`config.mk`:
```
export PLATFORM = sky130hd
export DESIGN_NAME = alu_serial_ctrl_flat
export DESIGN_NICKNAME = d
export VERILOG_FILES = /design/src/rtl/alu_serial_ctrl_if.sv /design/src/rtl/alu_serial_ctrl.sv /design/src/flat_wrapper.sv
export SDC_FILE = /design/constraint.sdc
export NUM_CORES = 1
export LEC_CHECK = 0
export BUFFER_PORTS_ARGS = -buffer_cell sky130_fd_sc_hd__buf_2
export CORE_UTILIZATION = 58
export CTS_BUF_LIST = sky130_fd_sc_hd__clkbuf_8
export CTS_CLUSTER_DIAMETER = 50
export DETAILED_ROUTE_END_ITERATION = 12
export GPL_TIMING_DRIVEN = 0
export PLACE_DENSITY = 0.82
export RECOVER_POWER = 25
export SKIP_LAST_GASP = 1
export SYNTH_ARGS = -nofsm -noshare
export SYNTH_HDL_FRONTEND = slang
export SYNTH_SLANG_ARGS = --single-unit
```
`constraint.sdc`:
```
create_clock -name clk_i -period 2.5 [get_ports clk_i]
set_input_delay 0.5 -clock clk_i [delete_from_list [all_inputs] [get_ports clk_i]]
set_output_delay 0.5 -clock clk_i [all_outputs]
set_load 0.01 [all_outputs]
```
`src/rtl/alu_serial_ctrl_if.sv`:
```
// Request/response bundle between the CPU control path and the bit-serial ALU sequencer.
interface alu_serial_ctrl_if #(
   parameter int unsigned WIDTH = 32
);
   logic             start_i;
   logic [WIDTH-1:0] src1_i;
   logic [WIDTH-1:0] src2_i;
   logic [3:0]       ctrl_i;
   logic             busy_o;
   logic             done_o;
   logic [WIDTH-1:0] result_o;
   logic             zero_o;
   logic             cout_o;
   logic             overflow_o;

   modport master (
      output start_i, src1_i, src2_i, ctrl_i,
      input  busy_o, done_o, result_o, zero_o, cout_o, overflow_o
   );

   modport slave (
      input  start_i, src1_i, src2_i, ctrl_i,
      output busy_o, done_o, result_o, zero_o, cout_o, overflow_o
   );
endinterface

```
`src/rtl/alu_serial_ctrl.sv`:
```
// Bit-serial ALU sequencer: one 1-bit slice driven LSB-first, carry flop between bits.
// Optional macro ALU_SERIAL_OVF_EN builds the MSB carry-in register and signed overflow flag.
module alu_serial_ctrl #(
   parameter int unsigned WIDTH = 32,
   parameter int unsigned CNT_W = $clog2(WIDTH)
) (
   input  logic             clk_i,
   input  logic             rst_i,
   alu_serial_ctrl_if.slave bus
);
   localparam logic [1:0] OP_AND = 2'b00;
   localparam logic [1:0] OP_OR  = 2'b01;
   localparam logic [1:0] OP_ADD = 2'b10;
   localparam logic [1:0] OP_SLT = 2'b11;
   localparam logic [CNT_W-1:0] LAST_IDX = CNT_W'(WIDTH - 1);

   typedef enum logic [1:0] {IDLE, RUN, FIN} state_t;

   state_t           state_q, state_d;
   logic [WIDTH-1:0] op1_q, op1_d, op2_q, op2_d, sh_q, sh_d;
   logic [3:0]       ctrl_q, ctrl_d;
   logic [CNT_W-1:0] cnt_q, cnt_d;
   logic             carry_q, carry_d, set_q, set_d;
   logic             busy_q, busy_d, done_q, done_d;
   logic [WIDTH-1:0] result_q, result_d;
   logic             zero_q, zero_d, cout_q, cout_d, ovf_q, ovf_d;
`ifdef ALU_SERIAL_OVF_EN
   logic             cin_msb_q, cin_msb_d;
`endif

   logic             a_c, b_c, sum_c, cnext_c, bit_c;
   logic [WIDTH-1:0] res_c;

   // Slice, sequencing and output update
   always_comb begin
      state_d  = state_q;
      op1_d    = op1_q;
      op2_d    = op2_q;
      sh_d     = sh_q;
      ctrl_d   = ctrl_q;
      cnt_d    = cnt_q;
      carry_d  = carry_q;
      set_d    = set_q;
      result_d = result_q;
      zero_d   = zero_q;
      cout_d   = cout_q;
      ovf_d    = ovf_q;
`ifdef ALU_SERIAL_OVF_EN
      cin_msb_d = cin_msb_q;
`endif

      a_c     = op1_q[0] ^ ctrl_q[3];
      b_c     = op2_q[0] ^ ctrl_q[2];
      sum_c   = a_c ^ b_c ^ carry_q;
      cnext_c = (a_c & b_c) | ((a_c | b_c) & carry_q);
      unique case (ctrl_q[1:0])
         OP_AND:  bit_c = a_c & b_c;
         OP_OR:   bit_c = a_c | b_c;
         OP_ADD:  bit_c = sum_c;
         default: bit_c = 1'b0;
      endcase

      res_c = sh_q;
      if (ctrl_q[1:0] == OP_SLT) res_c[0] = set_q;

      unique case (state_q)
         IDLE: begin
            if (bus.start_i) begin
               op1_d   = bus.src1_i;
               op2_d   = bus.src2_i;
               ctrl_d  = bus.ctrl_i;
               carry_d = bus.ctrl_i[2];
               cnt_d   = '0;
               sh_d    = '0;
               state_d = RUN;
            end
         end
         RUN: begin
            // Operands shift right so the active bit is always at index 0
            op1_d   = op1_q >> 1;
            op2_d   = op2_q >> 1;
            sh_d    = {bit_c, sh_q[WIDTH-1:1]};
            carry_d = cnext_c;
            if (cnt_q == LAST_IDX) begin
               set_d   = sum_c;
`ifdef ALU_SERIAL_OVF_EN
               cin_msb_d = carry_q;
`endif
               state_d = FIN;
            end else begin
               cnt_d = cnt_q + CNT_W'(1);
            end
         end
         FIN: begin
            result_d = res_c;
            zero_d   = (res_c == '0);
            cout_d   = carry_q;
`ifdef ALU_SERIAL_OVF_EN
            ovf_d    = ctrl_q[1] & (cin_msb_q ^ carry_q);
`else
            ovf_d    = 1'b0;
`endif
            state_d  = IDLE;
         end
         default: state_d = IDLE;
      endcase

      busy_d = (state_d != IDLE);
      done_d = (state_q == FIN);
   end

   always_ff @(posedge clk_i) begin
      if (!rst_i) begin
         state_q  <= IDLE;
         op1_q    <= '0;
         op2_q    <= '0;
         sh_q     <= '0;
         ctrl_q   <= '0;
         cnt_q    <= '0;
         carry_q  <= 1'b0;
         set_q    <= 1'b0;
         busy_q   <= 1'b0;
         done_q   <= 1'b0;
         result_q <= '0;
         zero_q   <= 1'b0;
         cout_q   <= 1'b0;
         ovf_q    <= 1'b0;
`ifdef ALU_SERIAL_OVF_EN
         cin_msb_q <= 1'b0;
`endif
      end else begin
         state_q  <= state_d;
         op1_q    <= op1_d;
         op2_q    <= op2_d;
         sh_q     <= sh_d;
         ctrl_q   <= ctrl_d;
         cnt_q    <= cnt_d;
         carry_q  <= carry_d;
         set_q    <= set_d;
         busy_q   <= busy_d;
         done_q   <= done_d;
         result_q <= result_d;
         zero_q   <= zero_d;
         cout_q   <= cout_d;
         ovf_q    <= ovf_d;
`ifdef ALU_SERIAL_OVF_EN
         cin_msb_q <= cin_msb_d;
`endif
      end
   end

   assign bus.busy_o     = busy_q;
   assign bus.done_o     = done_q;
   assign bus.result_o   = result_q;
   assign bus.zero_o     = zero_q;
   assign bus.cout_o     = cout_q;
   assign bus.overflow_o = ovf_q;
endmodule

```
`src/flat_wrapper.sv`:
```
// flat-port wrapper written by rule: the top's interface ports become plain ports
module alu_serial_ctrl_flat 
#(
   parameter int unsigned WIDTH = 32,
   parameter int unsigned CNT_W = $clog2(WIDTH)
)
  (clk_i, rst_i, bus_start_i, bus_src1_i, bus_src2_i, bus_ctrl_i, bus_busy_o, bus_done_o, bus_result_o, bus_zero_o, bus_cout_o, bus_overflow_o);
  alu_serial_ctrl_if #(.WIDTH(WIDTH)) bus_i ();
  input  logic clk_i;
  input  logic rst_i;
  input wire logic [$bits(bus_i.start_i)-1:0] bus_start_i;
  input wire logic [$bits(bus_i.src1_i)-1:0] bus_src1_i;
  input wire logic [$bits(bus_i.src2_i)-1:0] bus_src2_i;
  input wire logic [$bits(bus_i.ctrl_i)-1:0] bus_ctrl_i;
  output wire logic [$bits(bus_i.busy_o)-1:0] bus_busy_o;
  output wire logic [$bits(bus_i.done_o)-1:0] bus_done_o;
  output wire logic [$bits(bus_i.result_o)-1:0] bus_result_o;
  output wire logic [$bits(bus_i.zero_o)-1:0] bus_zero_o;
  output wire logic [$bits(bus_i.cout_o)-1:0] bus_cout_o;
  output wire logic [$bits(bus_i.overflow_o)-1:0] bus_overflow_o;
  assign bus_i.start_i = bus_start_i;
  assign bus_i.src1_i = bus_src1_i;
  assign bus_i.src2_i = bus_src2_i;
  assign bus_i.ctrl_i = bus_ctrl_i;
  assign bus_busy_o = bus_i.busy_o;
  assign bus_done_o = bus_i.done_o;
  assign bus_result_o = bus_i.result_o;
  assign bus_zero_o = bus_i.zero_o;
  assign bus_cout_o = bus_i.cout_o;
  assign bus_overflow_o = bus_i.overflow_o;
  alu_serial_ctrl #(.WIDTH(WIDTH), .CNT_W(CNT_W)) u_core (.clk_i(clk_i), .rst_i(rst_i), .bus(bus_i));
endmodule
```
==> flow_summary.ini, run 1 <==
[logic_synthesis]
synth_top_family_by_area = simple AND/OR/NAND/NOR gates
syn_inst = 697
async_reset_ff_share_pct = 0
synthMuxAreaShare_pct = 0.985
synthAdderAreaFrac_pct = 1.35
ys_ff_latch = 145
synth_ff_type = dfxtp_1
synth_compound_area_share_pct = 19.6
synth.distinct_cells = 37
syn_area_sq_mm = 0.00610
synth.avg_cell_area_sq_um = 8.75
synth_nets = 774
synth_edf_count = 0
seq_area_frac_synth_pct = 47.6
yosys_warnings = 0
synth-xor-area-share_pct = 0.574
synthSimpleGateAreaFrac_pct = 24.7

[place]
portBuffers = 106
dp.cells = 939
place_hpwl_um = 10000
gp_congestion = 0.795

[sta]
clock.fmax_mhz = 492
worst_slew_pin_slew_ns = 0.679
fin_crit_ns = 2.03
setup_tns_ns = 0
post-route-period-util_pct = 81.3
skew_ns = 0.00790
rsz0062_at_grt = false
relSlewSlack_pct = 54.7
finalHoldViolCount = 0
slew_viol_final = 0
setup_viol = 0

[power]
finalPower_mw = 5.22
peakVddDrop_mv = 0.382
power_density_mw_per_mm2 = 721
power_leakage_nw = 3.38

[worst_setup_path]
start_kind = register
cp.required_ns = 2.87
crit_fanout = 5
cp-end-kind = register
critPathKind = register to register
arrival_ns = 2.40

[final_layout]
final_util_pct = 70.3
final_cell_mix = 195 x nand2_1, 145 x dfxtp_1, 99 x buf_2
mostFrequentLayoutCell = nand2_1
syn_to_final_growth_pct = 18.5
nets = 899
drive_gt1_share_pct = 16.6
fill_cells = 828
antenna_cells = 0
fin_cells = 971

[grt]
grt_max_degree = 17
antenna_found_initial = 1
grt_util_all_layers_pct = 26.8
grt_pass1_wl_um = 23400
gr-total-overflow = 0
grt_pass1_vias = 5161

[clock_network]
cts_root_buffer = clkbuf_8
cts_setup_buffers = 0
cts_buffer_depth = 2
insertion_delay_ns = 0.43
clk_pin_slew_worst_paths_ns = 0.07
cts_buffers = 17
postCtsHoldBufs = 0
ctsResizeCount = 0
clock-sinks = 145
ctsHtreeMaxLevel = 4
cts_tree = built

[route]
viasPerCell = 5.54
drc = 0
antenna_left = 0
wl_per_cell_um = 14.6
num_vias = 5378
drt_iter0_markers = 314
first_pass_iters = 5
routed_wl_um = 14200

[die]
start_util_pct = 59.3
core.rowCount = 37
ios = 108
die_area_sq_mm = 0.0109
design.core.area_sq_mm = 0.0103
dieHeight_um = 105
dieWidth_um = 105

[run_status]
status = complete, no violations

[job]
drv_cap = 0

[min_path]
hp-class = input pin to register
routing by layer:
layer	wire length [um]	vias to the layer above	GRT usage (%)
met5	14	-	0
met4	387	2	14.4
met3	789	41	5.36
met2	6680	180	43.5
met1	6350	2500	33.6
li1	-	2655	-
registers in the layout, summed over array words and instances (netlist names):
signal,count
u_core.bus.result_o,32
u_core.cnt_q,5
u_core.state_q,2
u_core.bus.cout_o,1
u_core.set_q,1
u_core.ctrl_q,4
u_core.op1_q,32
u_core.bus.zero_o,1
u_core.sh_q,32
u_core.bus.busy_o,1
u_core.bus.done_o,1
u_core.carry_q,1
u_core.op2_q,32
kinds of logic (layout without fill, tap and decap cells):
family                     count (synthesis)  after routing
muxes                                      6              6
AOI/OAI and AO/OA                        140            140
adders and majority gates                  6              6
other                                      1              1
xor gates and xnor gates                   4              4
DFF                                      145            145
buffers and inverters                     64            202
and+or+nand+nor                          331            331
power breakdown:
part           switching (mW)  internal (mW)
combinational           0.312          0.249
clock                   0.845           1.33
sequential             0.0643           2.42
worst max-delay path: stages (launching register included):
cell	delay [ns]
dfxtp_1	0.35
ha_1	0.22
and3_1	0.21
ha_1	0.23
nor3b_4	0.30
nor2_1	0.16
or3_1	0.37
a21oi_1	0.14
final timing paths:
path                          start                      to  slack, ns  depth (start not counted)
max                 u_core.cnt_q[0]         u_core.cnt_q[3]       0.47                          7
min                   bus_ctrl_i[2]        u_core.ctrl_q[2]       0.35                          3
max reg2reg         u_core.cnt_q[0]         u_core.cnt_q[3]       0.47                          7
min reg2reg  u_core.bus.result_o[7]  u_core.bus.result_o[7]       0.46                          2
per-stage QoR:
stage | instance area [sq um] | setup WS (ns) | hold slack [ns]
2_1_floorplan | 6100 | 0.684 | 0.443
3_3_place_gp | 6800 | 0.583 | 0.449
3_5_place_dp | 6800 | 0.513 | 0.455
4_1_cts | 7280 | 0.464 | 0.324
5_1_grt | 7230 | 0.362 | 0.352
6_report | 7230 | 0.467 | 0.353
cell usage after synthesis (all sizes together) (2+ instances only):
cell type	instances	area, sq um
nand2	195	732
dfxtp	145	2900
nand3	66	330
o211a	62	621
nor2b	40	250
buf	36	206
a21boi	35	263
a22oi	34	255
clkbuf	25	93.8
nor4	7	43.8
mux2i	6	60.1
ha	5	62.6
nor2	5	18.8
and3	3	18.8
inv	3	11.3
nand2b	3	18.8
nor3b	3	33.8
o21ai	3	15.0
a21oi	2	10.0
o211ai	2	15.0
or2	2	12.5
xnor2	2	17.5
xor2	2	17.5
cell type report:
| class | count | area [sq um] | share of cell area, % |
|---|---|---|---|
| multi-input combinational | 488 | 2880 | 39.9 |
| tap | 136 | 170 | 2.35 |
| clock inverter | 13 | 215 | 2.98 |
| timing repair buffer | 106 | 487 | 6.73 |
| inverter | 3 | 11.3 | 0.156 |
| clock buffer | 19 | 262 | 3.62 |
| sequential | 145 | 2900 | 40.2 |
| buffer | 61 | 298 | 4.12 |
Power figures use the tool's default switching activity.
==> run 2: changes to the inputs <==
- clock period: 2.5 -> 2 ns (I/O delays scaled with it)
==> flow_summary.ini, run 2 (synthesized netlist as in run 1, its figures left out) <==
[run_status]
status = complete, no violations

[route]
drc = 0
first_pass_iters = 5
antenna_left = 0
routed_wl_um = 14300
viasPerCell = 5.51
drt_iter0_markers = 273
wl_per_cell_um = 14.7
num_vias = 5360

[final_layout]
mostFrequentLayoutCell = nand2_1
nets = 900
antenna_cells = 0
syn_to_final_growth_pct = 18.7
drive_gt1_share_pct = 16.7
final_cell_mix = 195 x nand2_1, 145 x dfxtp_1, 98 x buf_2
finalInstanceArea_sq_mm = 0.00724

[grt]
antenna_found_initial = 1
grt_pass1_wl_um = 23400
grt_max_degree = 17
gr-total-overflow = 0
grt_util_all_layers_pct = 26.8
grt_pass1_vias = 5164

[place]
place_area_sq_mm = 0.00680
gp_congestion = 0.795
place_hpwl_um = 10000
portBuffers = 106

[power]
peakVddDrop_mv = 0.478
power_density_mw_per_mm2 = 901
power_leakage_nw = 3.39

[sta]
relSlewSlack_pct = 55.0
clock.fmax_mhz = 531
finalHoldViolCount = 0
worst_slew_pin_slew_ns = 0.674
setup_viol = 0
fin_crit_ns = 1.88
setup_tns_ns = 0
skew_ns = 0.00844
slew_viol_final = 0
hold_slack_ns = 0.253
post-route-period-util_pct = 94.2
rsz0062_at_grt = false

[worst_setup_path]
cp.required_ns = 2.37
cp-end-kind = register
r2r_slack_ns = 0.12
critPathKind = register to register
rr_worst_depth = 7
start_kind = register
arrival_ns = 2.25
timing.rr.end = u_core.cnt_q[3]
r2r_start = u_core.cnt_q[0]
crit_fanout = 5

[min_path]
min_to = u_core.ctrl_q[2]
hold-path-cell-count = 3
hp-class = input pin to register
min_from = bus_ctrl_i[2]

[clock_network]
clock-sinks = 145
insertion_delay_ns = 0.44
postCtsHoldBufs = 0
cts_buffers = 17
cts_root_buffer = clkbuf_8
clk_pin_slew_worst_paths_ns = 0.07
cts_buffer_depth = 2
cts_tree = built
ctsHtreeMaxLevel = 4

[job]
drv_cap = 0

[die]
dieHeight_um = 105
start_util_pct = 59.3
core.rowCount = 37
dieWidth_um = 105
die_area_sq_mm = 0.0109
design.core.area_sq_mm = 0.0103
ios = 108
==> run 2: cell count changes in the layout (fill, tap and decap cells not counted) <==
| cell | before | now |
|---|---|---|
| nor2_2 | 0 | 1 |
| buf_4 | 3 | 4 |
| nor2_1 | 5 | 4 |
| clkbuf_1 | 62 | 63 |
| buf_2 | 99 | 98 |
==> run 2: per-layer routing <==
layer	GRT usage [%]	vias up	routed length, um
li1	-	2649	-
met1	33.6	2500	6350
met2	43.6	173	6720
met3	5.36	36	779
met4	14.4	2	395
met5	0	-	14
==> run 2: where the power goes <==
| part | internal [mW] | total, mW | switching (mW) | leakage [nW] |
|---|---|---|---|---|
| registers | 3.02 | 3.10 | 0.0805 | 1.19 |
| clock network | 1.66 | 2.71 | 1.05 | 0.248 |
| logic | 0.313 | 0.704 | 0.391 | 1.95 |
==> run 2: through the flow <==
stage / setup slack [ns] / utilization [%] / total power [mW] / instances
2_1_floorplan: 0.184 / - / 3.64 / 697
3_3_place_gp: 0.0831 / 66.2 / 3.82 / 939
4_1_cts: 0.126 / 70.9 / 6.55 / 972
3_5_place_dp: 0.0125 / 66.2 / 3.86 / 939
5_1_grt: 0.0265 / 70.4 / 6.78 / 972
6_report: 0.117 / 70.4 / 6.52 / 972
==> run 2: repair_timing <==
item,in CTS,in global routing
endpoints found under the setup margin,1,39
pin swaps,1,0
cloned,0,0
resized for setup,0,1
buffers inserted,1,0
==> run 2: worst max-delay path by stage <==
| stage | start | endpoint | slack [ns] |
|---|---|---|---|
| 6_report | u_core.cnt_q[0] | u_core.cnt_q[3] | 0.12 |
| 5_1_grt | u_core.cnt_q[0] | u_core.cnt_q[3] | 0.03 |
| 4_1_cts | u_core.cnt_q[0] | u_core.cnt_q[3] | 0.13 |
| 3_5_place_dp | u_core.cnt_q[0] | u_core.cnt_q[3] | 0.01 |
| 3_3_place_gp | u_core.cnt_q[0] | u_core.cnt_q[3] | 0.08 |
| 2_1_floorplan | u_core.cnt_q[0] | u_core.cnt_q[3] | 0.18 |
==> run 2: cell type report <==
cell class | instances | area (sq um)
inverters | 3 | 11.3
clock inverters | 13 | 215
flip-flops and latches | 145 | 2900
clock buffers | 19 | 262
fillers | 826 | 3040
well taps | 136 | 170
plain buffers | 61 | 298
multi-input cells | 488 | 2890
repair buffers | 107 | 493
==> run 2: critical path, cell delays in order (launching register included) <==
cell and delay (ns):
dfxtp_1 0.35, ha_1 0.22, and3_1 0.21, ha_1 0.23, nor3b_4 0.19, nor2_1 0.12
or3_1 0.36, a21oi_1 0.14
==> run 3: changes to the inputs <==
- ABC_AREA: default -> 1
- CORE_UTILIZATION: 58 -> 57
- SKIP_CTS_REPAIR_TIMING: default -> 1
==> flow_summary.ini, run 3 <==
[run_status]
status = complete, no violations

[logic_synthesis]
synth.distinct_cells = 27
yosys-top-cells-area = dfxtp_1 50%, nor2_1 12%, nand2_1 10%, a21oi_1 9.5%, o21ai_0 5.9%
syn_inst = 821
yosys-top-cells-count = 194 x nor2_1, 157 x nand2_1, 145 x dfxtp_1
synth_edf_count = 0
seq_area_frac_synth_pct = 49.7
async_reset_ff_share_pct = 0
yosysMostFrequentCell = nor2_1
synth_nets = 898
synth.avg_cell_area_sq_um = 7.12
ys_ff_latch = 145
synth_top_cell_by_area = dfxtp_1
synth_top_area_share_pct = 49.7
yosys_warnings = 0
synth_ff_type = dfxtp_1
syn_area_sq_mm = 0.00584

[route]
wl_per_cell_um = 13.0
first_pass_iters = 5
drc = 0
num_vias = 5609
antenna_left = 0
viasPerCell = 5.14
routed_wl_um = 14100
drt_iter0_markers = 280

[clock_network]
cts_buffer_depth = 2
cts_tree = built
cts_buffers = 17
insertion_delay_ns = 0.45
ctsHtreeMaxLevel = 4
cts_root_buffer = clkbuf_8
clk_pin_slew_worst_paths_ns = 0.07
clock-sinks = 145

[worst_setup_path]
cp.required_ns = 2.37
r2r_slack_ns = 0.30
path_cells = xnor2_1 > inv_1 > fa_1 > nand2_1 > o211ai_1 > nand3_1 > a21oi_1
rr_worst_depth = 7
crit_fanout = 2
slowest_delay_ns = 0.56
arrival_ns = 2.08
critPathKind = register to register
r2r_start = u_core.ctrl_q[2]
timing.rr.end = u_core.sh_q[31]
crit_slowest_cell = fa_1
start_kind = register
cp-end-kind = register

[grt]
grt_util_met3_pct = 6.65
grt_max_degree = 17
grt_pass1_vias = 5001
use_met1_pct = 35.2
antenna_found_initial = 0
gr-total-overflow = 0
met2_usage_pct = 44.7
grt_util_all_layers_pct = 27.3
grt_pass1_wl_um = 22500
grt.busiest_layer = met2

[sta]
fin_crit_ns = 1.70
relSlewSlack_pct = 59.6
rsz0062_at_grt = false
fin_ws_ns = 0.295
worst_slew_pin_slew_ns = 0.606
setup_tns_ns = 0
setup_viol = 0
clock.fmax_mhz = 587
skew_ns = 0.0128
post-route-period-util_pct = 85.2
slew_viol_final = 0
finalHoldViolCount = 0

[place]
portBuffers = 106
gp_congestion = 0.814
dp.cells = 1060
post-place-ws_ns = 0.188
place_hpwl_um = 9620

[final_layout]
drive_gt1_share_pct = 12.8
antenna_cells = 0
fill_cells = 879
syn_to_final_growth_pct = 19.1
mostFrequentLayoutCell = nor2_1
final_cell_mix = 194 x nor2_1, 157 x nand2_1, 145 x dfxtp_1
nets = 1023
fin_cells = 1092

[min_path]
min_to = u_core.op1_q[31]
min_from = bus_src1_i[31]
hold-path-cell-count = 3
hp-class = input pin to register

[power]
peakVddDrop_mv = 0.509
power_leakage_nw = 2.96
finalPower_mw = 6.42
power_density_mw_per_mm2 = 922

[die]
core.rowCount = 36
dieWidth_um = 103
design.core.area_sq_mm = 0.00986
ios = 108
die_area_sq_mm = 0.0107
start_util_pct = 59.2
dieHeight_um = 103

[job]
drv_cap = 0
[run 3: logic make-up after synthesis]
group,share of synthesized area (%)
AOI/OAI and AO/OA,19.1
xor gates and xnor gates,0.300
adders and majority gates,1.41
buffers and inverters,5.84
DFF,49.7
other,0.0642
and+or+nand+nor,23.7
[run 3: how the worst max path moves through the flow]
| stage | endpoint | slack [ns] | from | cells past startpoint |
|---|---|---|---|---|
| finish | u_core.sh_q[31] | 0.30 | u_core.ctrl_q[2] | 7 |
| global placement | u_core.sh_q[27] | 0.23 | rst_i | 5 |
| detailed placement | u_core.sh_q[27] | 0.19 | rst_i | 5 |
| CTS | u_core.sh_q[31] | 0.33 | u_core.ctrl_q[2] | 7 |
| global route | u_core.cnt_q[1] | 0.12 | u_core.cnt_q[1] | 11 |
| floorplan | u_core.sh_q[31] | 0.54 | u_core.ctrl_q[2] | 7 |
[run 3: metal layers]
layer / wire (um) / vias up
met5: 0 / -
met4: 221 / 0
met3: 810 / 17
met2: 6520 / 149
met1: 6600 / 2543
li1: - / 2900
[run 3: worst max-delay path, delay by kind of cell, from the launching register on]
kind / cells / cell delay [ns]
AO/OA/AOI/OAI: 2 / 0.22
adder cells (fa/ha/maj): 1 / 0.56
AND/OR/NAND/NOR: 2 / 0.17
buffers and inverters: 1 / 0.12
flip-flops: 1 / 0.32
XOR/XNOR: 1 / 0.25
[run 3: cell type report]
class | count | area (sq um) | area share (%)
Sequential cell | 145 | 2900 | 41.7
Inverter | 29 | 109 | 1.56
Tap cell | 133 | 166 | 2.39
Clock buffer | 20 | 275 | 3.95
Clock inverter | 12 | 189 | 2.71
Timing Repair Buffer | 106 | 485 | 6.97
Multi-Input combinational cell | 592 | 2600 | 37.4
Buffer | 55 | 233 | 3.34
[run 3: stage by stage]
| step | hold WS (ns) | util, % | instance area [sq um] |
|---|---|---|---|
| after global placement | 0.448 | 66.3 | 6540 |
| final | 0.208 | 70.6 | 6960 |
| after global routing | 0.201 | 70.6 | 6960 |
| after detailed placement | 0.453 | 66.3 | 6540 |
| after floorplan | 0.436 | - | 5840 |
| after CTS | 0.199 | 71.0 | 7010 |
[run 3: where the power goes]
part | switching, mW | internal [mW]
Sequential | 0.0655 | 3.02
Combinational | 0.430 | 0.254
Clock | 1.08 | 1.57
Total | 1.58 | 4.84
